===== src/rtl/gestor_obstaculos_if.sv =====
// Bundle between the obstacle manager and its surroundings: game control inputs,
// the pattern ROM lookup, and the field/score outputs to the renderer.
interface gestor_obstaculos_if #(
  parameter int N_COLS = 8
) ();
  logic                  start;
  logic                  tick;
  logic [2:0]            hero_row;
  logic [3:0]            tipo_obs;
  logic [6:0]            obstaculo;
  logic [7*N_COLS-1:0]   col_field;
  logic                  colision;
  logic                  game_over;
  logic [15:0]           score;

  // master: the surrounding system (game control, ROM, renderer)
  modport master (
    output start, tick, hero_row, obstaculo,
    input  tipo_obs, col_field, colision, game_over, score
  );

  // slave: the obstacle manager itself
  modport slave (
    input  start, tick, hero_row, obstaculo,
    output tipo_obs, col_field, colision, game_over, score
  );
endinterface


===== src/rtl/gestor_obstaculos.sv =====
// Obstacle manager: picks LFSR-driven obstacle types, scrolls the ROM patterns
// through a column field toward the hero column, scores and detects collisions.
module gestor_obstaculos #(
  parameter int         N_COLS    = 8,
  parameter int         GAP       = 3,
  parameter logic [7:0] LFSR_SEED = 8'hA5
) (
  input  logic                 clk,
  input  logic                 rst_n,
  gestor_obstaculos_if.slave   bus
);

  typedef enum logic [1:0] {IDLE, RUN, HIT} state_t;

  function automatic logic [3:0] mod10(input logic [3:0] v);
    return (v >= 4'd10) ? v - 4'd10 : v;
  endfunction

  // An all-zero LFSR would lock up, so a zero seed is replaced by 1.
  localparam logic [7:0] SEED      = (LFSR_SEED == 8'h00) ? 8'h01 : LFSR_SEED;
  localparam logic [3:0] TIPO_SEED = mod10(SEED[3:0]);
  localparam logic [3:0] GAP_LOAD  = GAP[3:0];

  state_t                     state;
  logic [N_COLS-1:0][6:0]     cols;       // packed so column i sits at bits [7i+6:7i]
  logic [3:0]                 gap_cnt;
  logic [7:0]                 lfsr;
  logic [3:0]                 tipo_q;
  logic                       colision_q;
  logic                       game_over_q;
  logic [15:0]                score_q;

  logic [7:0] lfsr_next;
  logic [7:0] lane_mask;
  logic       hit;

  assign lfsr_next = {lfsr[6:0], lfsr[7] ^ lfsr[5] ^ lfsr[4] ^ lfsr[3]};
  // Lane 7 maps onto the zero pad bit, so "no lane" can never collide.
  assign lane_mask = {1'b0, cols[0]};
  assign hit       = (state == RUN) && lane_mask[bus.hero_row];

  // NOTE: every register below is assigned with <= so all of them sample the
  // pre-edge values; blocking assignments here would create ordering races.
  always_ff @(posedge clk or negedge rst_n) begin
    if (!rst_n) begin
      state       <= IDLE;
      cols        <= '0;
      gap_cnt     <= '0;
      lfsr        <= SEED;
      tipo_q      <= TIPO_SEED;
      colision_q  <= 1'b0;
      game_over_q <= 1'b0;
      score_q     <= '0;
    end else begin
      colision_q <= 1'b0;
      if (bus.start) begin
        // Start wins over any tick or pending hit in the same cycle.
        state       <= RUN;
        cols        <= '0;
        gap_cnt     <= '0;
        lfsr        <= SEED;
        tipo_q      <= TIPO_SEED;
        game_over_q <= 1'b0;
        score_q     <= '0;
      end else begin
        case (state)
          IDLE: ;
          RUN: begin
            if (hit) begin
              state       <= HIT;
              colision_q  <= 1'b1;
              game_over_q <= 1'b1;
            end else if (bus.tick) begin
              if ((cols[0] != 7'd0) && (score_q != 16'hFFFF))
                score_q <= score_q + 16'd1;
              if (gap_cnt == 4'd0) begin
                cols    <= {bus.obstaculo, cols[N_COLS-1:1]};
                gap_cnt <= GAP_LOAD;
                lfsr    <= lfsr_next;
                tipo_q  <= mod10(lfsr_next[3:0]);
              end else begin
                cols    <= {7'd0, cols[N_COLS-1:1]};
                gap_cnt <= gap_cnt - 4'd1;
              end
            end
          end
          HIT: ;
          default: state <= IDLE;
        endcase
      end
    end
  end

  assign bus.tipo_obs  = tipo_q;
  assign bus.col_field = cols;
  assign bus.colision  = colision_q;
  assign bus.game_over = game_over_q;
  assign bus.score     = score_q;

endmodule


===== src/flat_wrapper.sv =====
// flat-port wrapper written by rule: the top's interface ports become plain ports
module gestor_obstaculos_flat 
#(
  parameter int         N_COLS    = 8,
  parameter int         GAP       = 3,
  parameter logic [7:0] LFSR_SEED = 8'hA5
)
  (clk, rst_n, bus_start, bus_tick, bus_hero_row, bus_obstaculo, bus_tipo_obs, bus_col_field, bus_colision, bus_game_over, bus_score);
  gestor_obstaculos_if #(.N_COLS(N_COLS)) bus_i ();
  input  logic clk;
  input  logic rst_n;
  input wire logic [$bits(bus_i.start)-1:0] bus_start;
  input wire logic [$bits(bus_i.tick)-1:0] bus_tick;
  input wire logic [$bits(bus_i.hero_row)-1:0] bus_hero_row;
  input wire logic [$bits(bus_i.obstaculo)-1:0] bus_obstaculo;
  output wire logic [$bits(bus_i.tipo_obs)-1:0] bus_tipo_obs;
  output wire logic [$bits(bus_i.col_field)-1:0] bus_col_field;
  output wire logic [$bits(bus_i.colision)-1:0] bus_colision;
  output wire logic [$bits(bus_i.game_over)-1:0] bus_game_over;
  output wire logic [$bits(bus_i.score)-1:0] bus_score;
  assign bus_i.start = bus_start;
  assign bus_i.tick = bus_tick;
  assign bus_i.hero_row = bus_hero_row;
  assign bus_i.obstaculo = bus_obstaculo;
  assign bus_tipo_obs = bus_i.tipo_obs;
  assign bus_col_field = bus_i.col_field;
  assign bus_colision = bus_i.colision;
  assign bus_game_over = bus_i.game_over;
  assign bus_score = bus_i.score;
  gestor_obstaculos #(.N_COLS(N_COLS), .GAP(GAP), .LFSR_SEED(LFSR_SEED)) u_core (.clk(clk), .rst_n(rst_n), .bus(bus_i));
endmodule

===== config.mk =====
export PLATFORM = sky130hd
export DESIGN_NAME = gestor_obstaculos_flat
export DESIGN_NICKNAME = d
export VERILOG_FILES = /design/src/rtl/gestor_obstaculos_if.sv /design/src/rtl/gestor_obstaculos.sv /design/src/flat_wrapper.sv
export SDC_FILE = /design/constraint.sdc
export NUM_CORES = 1
export LEC_CHECK = 0
export CAP_MARGIN = 20
export CORE_MARGIN = 2
export CORE_UTILIZATION = 43
export CTS_CLUSTER_SIZE = 20
export DETAILED_ROUTE_END_ITERATION = 6
export GPL_ROUTABILITY_DRIVEN = 0
export HOLD_SLACK_MARGIN = 0.05
export PLACE_DENSITY_LB_ADDON = 0.25
export SYNTH_ARGS = -nofsm -noshare
export SYNTH_HDL_FRONTEND = slang
export SYNTH_SLANG_ARGS = --single-unit

===== constraint.sdc =====
create_clock -name clk -period 2.6 [get_ports clk]
set_input_delay 0.26 -clock clk [delete_from_list [all_inputs] [get_ports clk]]
set_output_delay 0.26 -clock clk [all_outputs]
set_load 0.005 [all_outputs]

Yosys cells after proc, flatten, opt, wreduce, memory -nomap -nowiden

Cells that the tools add are included.

Bits in writable memories: 0
Bits in latches: 0
Bits in registers: 92
Memories kept: 0
Output and inout bits: 78
ROM bits: 0
Input port bits: 14

Mux-type cells: 37
Reduce and logical (&&, ||, !) cells: 16
Magnitude comparators: 2
Bitwise gates (word level): 3
Div/mod/pow operators: 0
Shift-type cells: 0
Multiply operators: 0
Add/subtract/negate cells: 3
Equality and inequality tests: 6

Operators with widths:

| operator              | number |
|---|---|
| $mux 56               | 5 |
| $mux 16               | 5 |
| $mux 4                | 11 |
| $mux 8                | 5 |
| $add 16x1->16 const B | 1 |
| $ne 16x16->1 const B  | 1 |
| $reduce_bool 2->1     | 5 |
| $reduce_and 4->1      | 2 |
| $mux 1                | 7 |
| $reduce_bool 7->1     | 1 |
| $ge 4x4->1 const B    | 1 |
| $logic_not 4->1       | 1 |
| $lt 3x4->1 const B    | 1 |
| $mux 2                | 2 |
| $pmux 2 s2            | 1 |
| $reduce_and 2->1      | 2 |
| $sub 4x1->4 const B   | 1 |
| $sub 4x4->4 const B   | 1 |
| $bmux 1 s3            | 1 |
| $ne 3x2->1 const B    | 1 |
| $reduce_and 3->1      | 1 |
| $xor 1x1->1           | 3 |
| $eq 2x1->1 const B    | 1 |
| $eq 2x2->1 const B    | 1 |
| 5 further kinds       | 6 |

Logic depth before layout (Yosys ltp)

Depth after elaboration: 10
Gate-level depth with buffers: 8

Least setup slack after synthesis

OpenSTA, ideal clock, no wires.

Path kind: reg-to-reg
From: register u_core.score_q[0] (netlist: u_core.bus.score[0])
To: register u_core.score_q[7] (netlist: u_core.bus.score[7])
Cell stages (with the launch flop): 8
Library setup time: 0.125 ns
Buffers on the path: 1
Data arrival time: 1.930 ns
Path slack: 0.545 ns
Cell sequence: dfrtp_1 ha_1 nand2_1 or4_1 o211ai_4 buf_6 nor3_2 mux2_4

Longest elaborated chain between the ends: 6
Elaborated cells between the ends (all ways): 10

RTL lines:

| element                | line                    | text |
|---|---|---|
| start, declared        | gestor_obstaculos.sv:31 | `logic [15:0] score_q;` |
| start signal, assigned | gestor_obstaculos.sv:75 | `score_q <= score_q + 16'd1;` |
| $add 16x1->16          | gestor_obstaculos.sv:75 |  |
| $mux 16                | gestor_obstaculos.sv:74 | `if ((cols[0] != 7'd0) && (score_q != 16'hFFFF))` |
| $mux 16                | gestor_obstaculos.sv:73 | `end else if (bus.tick) begin` |
| $mux 16                | gestor_obstaculos.sv:69 | `if (hit) begin` |
| $mux 16                | gestor_obstaculos.sv:66 | `case (state)` |
| $mux 16                | gestor_obstaculos.sv:56 | `if (bus.start) begin` |

Several ways; a longest one is shown, not always the timed one. The select of a mux whose other input is x is not followed.
A chain may end at the register's enable or synchronous reset.

Final worst setup path

Ends and elaborated chain as after synthesis.

==> results.sh <==
export IMPL_cts_sinks=91
export IMPL_rsz0062_at_grt="no"
export IMPL_post_route_util=0.555
export IMPL_syn_area_um2=4190
export IMPL_rr_endpoint="u_core.bus.score[7]"
export IMPL_cts_clk_slew_worst_paths_ns=0.09
export IMPL_nets=541
export IMPL_hold_viol=0
export IMPL_synth_top_area_share=0.513
export IMPL_finalSetupViolCount=0
export IMPL_ir_worst_vdd_mv=0.280
export IMPL_r2r_start="u_core.bus.score[0]"
export IMPL_leakagePower_uw=0.00213
export IMPL_muxShareOfSynthArea=0.0283
export IMPL_hpwl_um=6260
export IMPL_tritoncts="yes"
export IMPL_drt_iter0_markers=185
export IMPL_grt_max_degree=92
export IMPL_synth_top_family_by_area="simple AND/OR/NAND/NOR gates"
export IMPL_yosysWarnings=0
export IMPL_async_flop_share=1.00
export IMPL_syn_inst=442
export IMPL_hp_class="in -> reg"
export IMPL_synth_edff_count=0
export IMPL_fp_row_count=36
export IMPL_finalSetupTns_ns=0
export IMPL_grt_overflow=0
export IMPL_start_util=0.435
export IMPL_cts_buffer_depth=2
export IMPL_min_path_cells=2
export IMPL_status="finished, final reports clean"
export IMPL_placed_cell_area_um2=5160
export IMPL_synth_ff_latch_count=91
export IMPL_cts_buffers=9
export IMPL_synth_xor_area_share=0.00627
export IMPL_htree_levels=3
export IMPL_drv_slew=0
export IMPL_dieHeight_um=103
export IMPL_clk_latency_ns=0.36
export IMPL_worstHoldStart="bus_start"
export IMPL_worstSetupPathType="reg -> reg"
export IMPL_netlist_top_cells_area="dfrtp_1 (51%), nand2_1 (11%), a21oi_1 (9.0%)"
export IMPL_synth_nets=460
export IMPL_place_inst=644
export IMPL_worst_slew_pin_slew_ns=0.588
export IMPL_maxSlewHeadroom=0.606
export IMPL_synth_adder_area_share=0.0119
export IMPL_worstRegToRegCells=6
export IMPL_core_area_um2=9640
export IMPL_grt_pass1_wl_um=15600
export IMPL_ys_types=48
export IMPL_synth_common_cells="nand2_1 (119), dfrtp_1 (86), a21oi_1 (75)"
export IMPL_start_kind="flop"
export IMPL_maxCapViolCount=0
export IMPL_setup_slack_ns=0.221
export IMPL_worst_ep_arrival_time_ns=2.63
export IMPL_area_growth_pct=27.5
export IMPL_vias=3422
export IMPL_yosys_area_share_simple=0.210
export IMPL_n_antenna_cell=0
export IMPL_synth_compound_area_frac=0.142
export IMPL_fp_dieArea_um2=10600
export IMPL_synth_ff_type="dfrtp_1"
export IMPL_cts_root_buf="clkbuf_8"
export IMPL_path_max_fanout=26
export IMPL_remaining_drc_errors=0
export IMPL_pre_cts_ws_ns=0.0927
export IMPL_yosysSeqAreaShare=0.545
export IMPL_avgSynthCellArea_um2=9.49
export IMPL_ant_nets=0
export IMPL_portBuffers=91
export IMPL_fin_crit_sh=0.915
export IMPL_fillers=917
export IMPL_reg2reg_slack_ns=0.22
export IMPL_io_pins=92
export IMPL_antenna_found_initial=0
export IMPL_worstHoldEndpoint="u_core.bus.score[3]"
export IMPL_cp_required_ns=2.85
export IMPL_stdcell_area_um2=5350
export IMPL_dr_pass1_iters=4
export IMPL_wl_um=9470
export IMPL_post_cts_repair_setup_buffers=0
export IMPL_powerDensity_nw_per_um2=499
export IMPL_skew_ns=0.0104
export IMPL_synth_most_common_cell="nand2_1"
export IMPL_drt_wirelength_per_cell_um=14.3
export IMPL_cp_end_kind="flop"
export IMPL_drive_above_1_share=0.0852
export IMPL_max_freq_ghz=0.420
export IMPL_vias_per_cell=5.18
export IMPL_stdcell_count=661
export IMPL_synth_largest_area_cell="dfrtp_1"
export IMPL_die_w_um=103
export IMPL_grt_util_all_layers=0.185
export IMPL_grt_pass1_vias=3255
export IMPL_period_needed_ns=2.38
## cell type report
class | count | area (µm²) | area share
timing repair buffer | 101 | 1020 | 0.190
tap | 133 | 166 | 0.0311
multi-input combinational | 313 | 1680 | 0.313
clock inverter | 6 | 48.8 | 0.00913
clock buffer | 10 | 128 | 0.0239
inverter | 7 | 26.3 | 0.00491
sequential | 91 | 2280 | 0.427
## per-layer routing
layer  share of wire  vias to the layer above  track usage
met4           0.010                        0       0.0628
met5               0                        -            0
met1            0.48                     1652        0.265
li1                -                     1682            -
met2            0.46                       79        0.277
met3           0.054                        9       0.0488
## through the flow
stage               hold WS, ns  total power [µW]
floorplan               -0.0356              1690
global placement          0.348              1800
detailed placement        0.344              1810
CTS                       0.201              2690
global route              0.212              2790
finish                    0.223              2670
## timing repair
item / in CTS / in global routing
hold buffers: 1 / 0
resized for setup: 0 / 0
hold endpoints to repair: 86 / 0
## cell usage in the layout, fill, tap and decap left out, types with 2 or more instances in the layout
| cell type | n |
|---|---|
| nand2_1 | 119 |
| clkdlybuf4s50_1 | 89 |
| dfrtp_1 | 86 |
| a21oi_1 | 75 |
| nand3_1 | 20 |
| nor2_1 | 15 |
| or4_1 | 11 |
| o31ai_1 | 10 |
| clkbuf_8 | 9 |
| inv_1 | 7 |
| mux2i_1 | 7 |
| buf_4 | 7 |
| dfstp_2 | 5 |
| nor3_1 | 4 |
| o21ai_0 | 4 |
| or3_1 | 4 |
| ha_1 | 4 |
| nor2b_1 | 3 |
| buf_12 | 3 |
| nor3b_1 | 2 |
| nor4_1 | 2 |
| and2_1 | 2 |
| and4_1 | 2 |
| xnor2_1 | 2 |
| a211oi_2 | 2 |
| a21o_1 | 2 |
| or2_2 | 2 |
| inv_6 | 2 |
| clkinvlp_4 | 2 |
## flip-flops by register name, indices dropped and copies added (netlist names)
signal	cells
u_core.bus.colision	1
u_core.bus.tipo_obs	4
u_core.state	2
u_core.lfsr	7
u_core.bus.game_over	1
u_core.bus.col_field	56
u_core.bus.score	16
u_core.gap_cnt	4
## report_power, final
group / internal, µW / switching, µW / total (µW)
logic: 117 / 170 / 287
clock network: 360 / 529 / 889
registers: 1460 / 32.9 / 1490
total: 1930 / 732 / 2670
## worst max path at each step
stage                                   start              endpoint  cells past startpoint
after floorplan           u_core.bus.score[0]   u_core.bus.score[7]                      7
after global placement        bus_hero_row[1]  u_core.bus.score[12]                      6
after detailed placement      bus_hero_row[1]  u_core.bus.score[15]                      6
after CTS                 u_core.bus.score[0]   u_core.bus.score[7]                      6
after global routing      u_core.bus.score[0]   u_core.bus.score[7]                      6
final                     u_core.bus.score[0]   u_core.bus.score[7]                      6
## kinds of logic (layout without fill, tap and decap cells)
group	Yosys count	count (layout)
xor+xnor	3	3
mux	10	10
buf+inv	38	124
simple gates	194	194
flops	91	91
compound gates	102	102
fa+ha+maj	4	4
## critical path, stage by stage (launching register included)
cell      delay [ns]
dfrtp_1         0.42
ha_1            0.22
nand2_1         0.09
or4_1           0.60
o211ai_4        0.52
nor3_2          0.11
mux2_4          0.31
No activity file was read; power rests on OpenSTA's default activity.
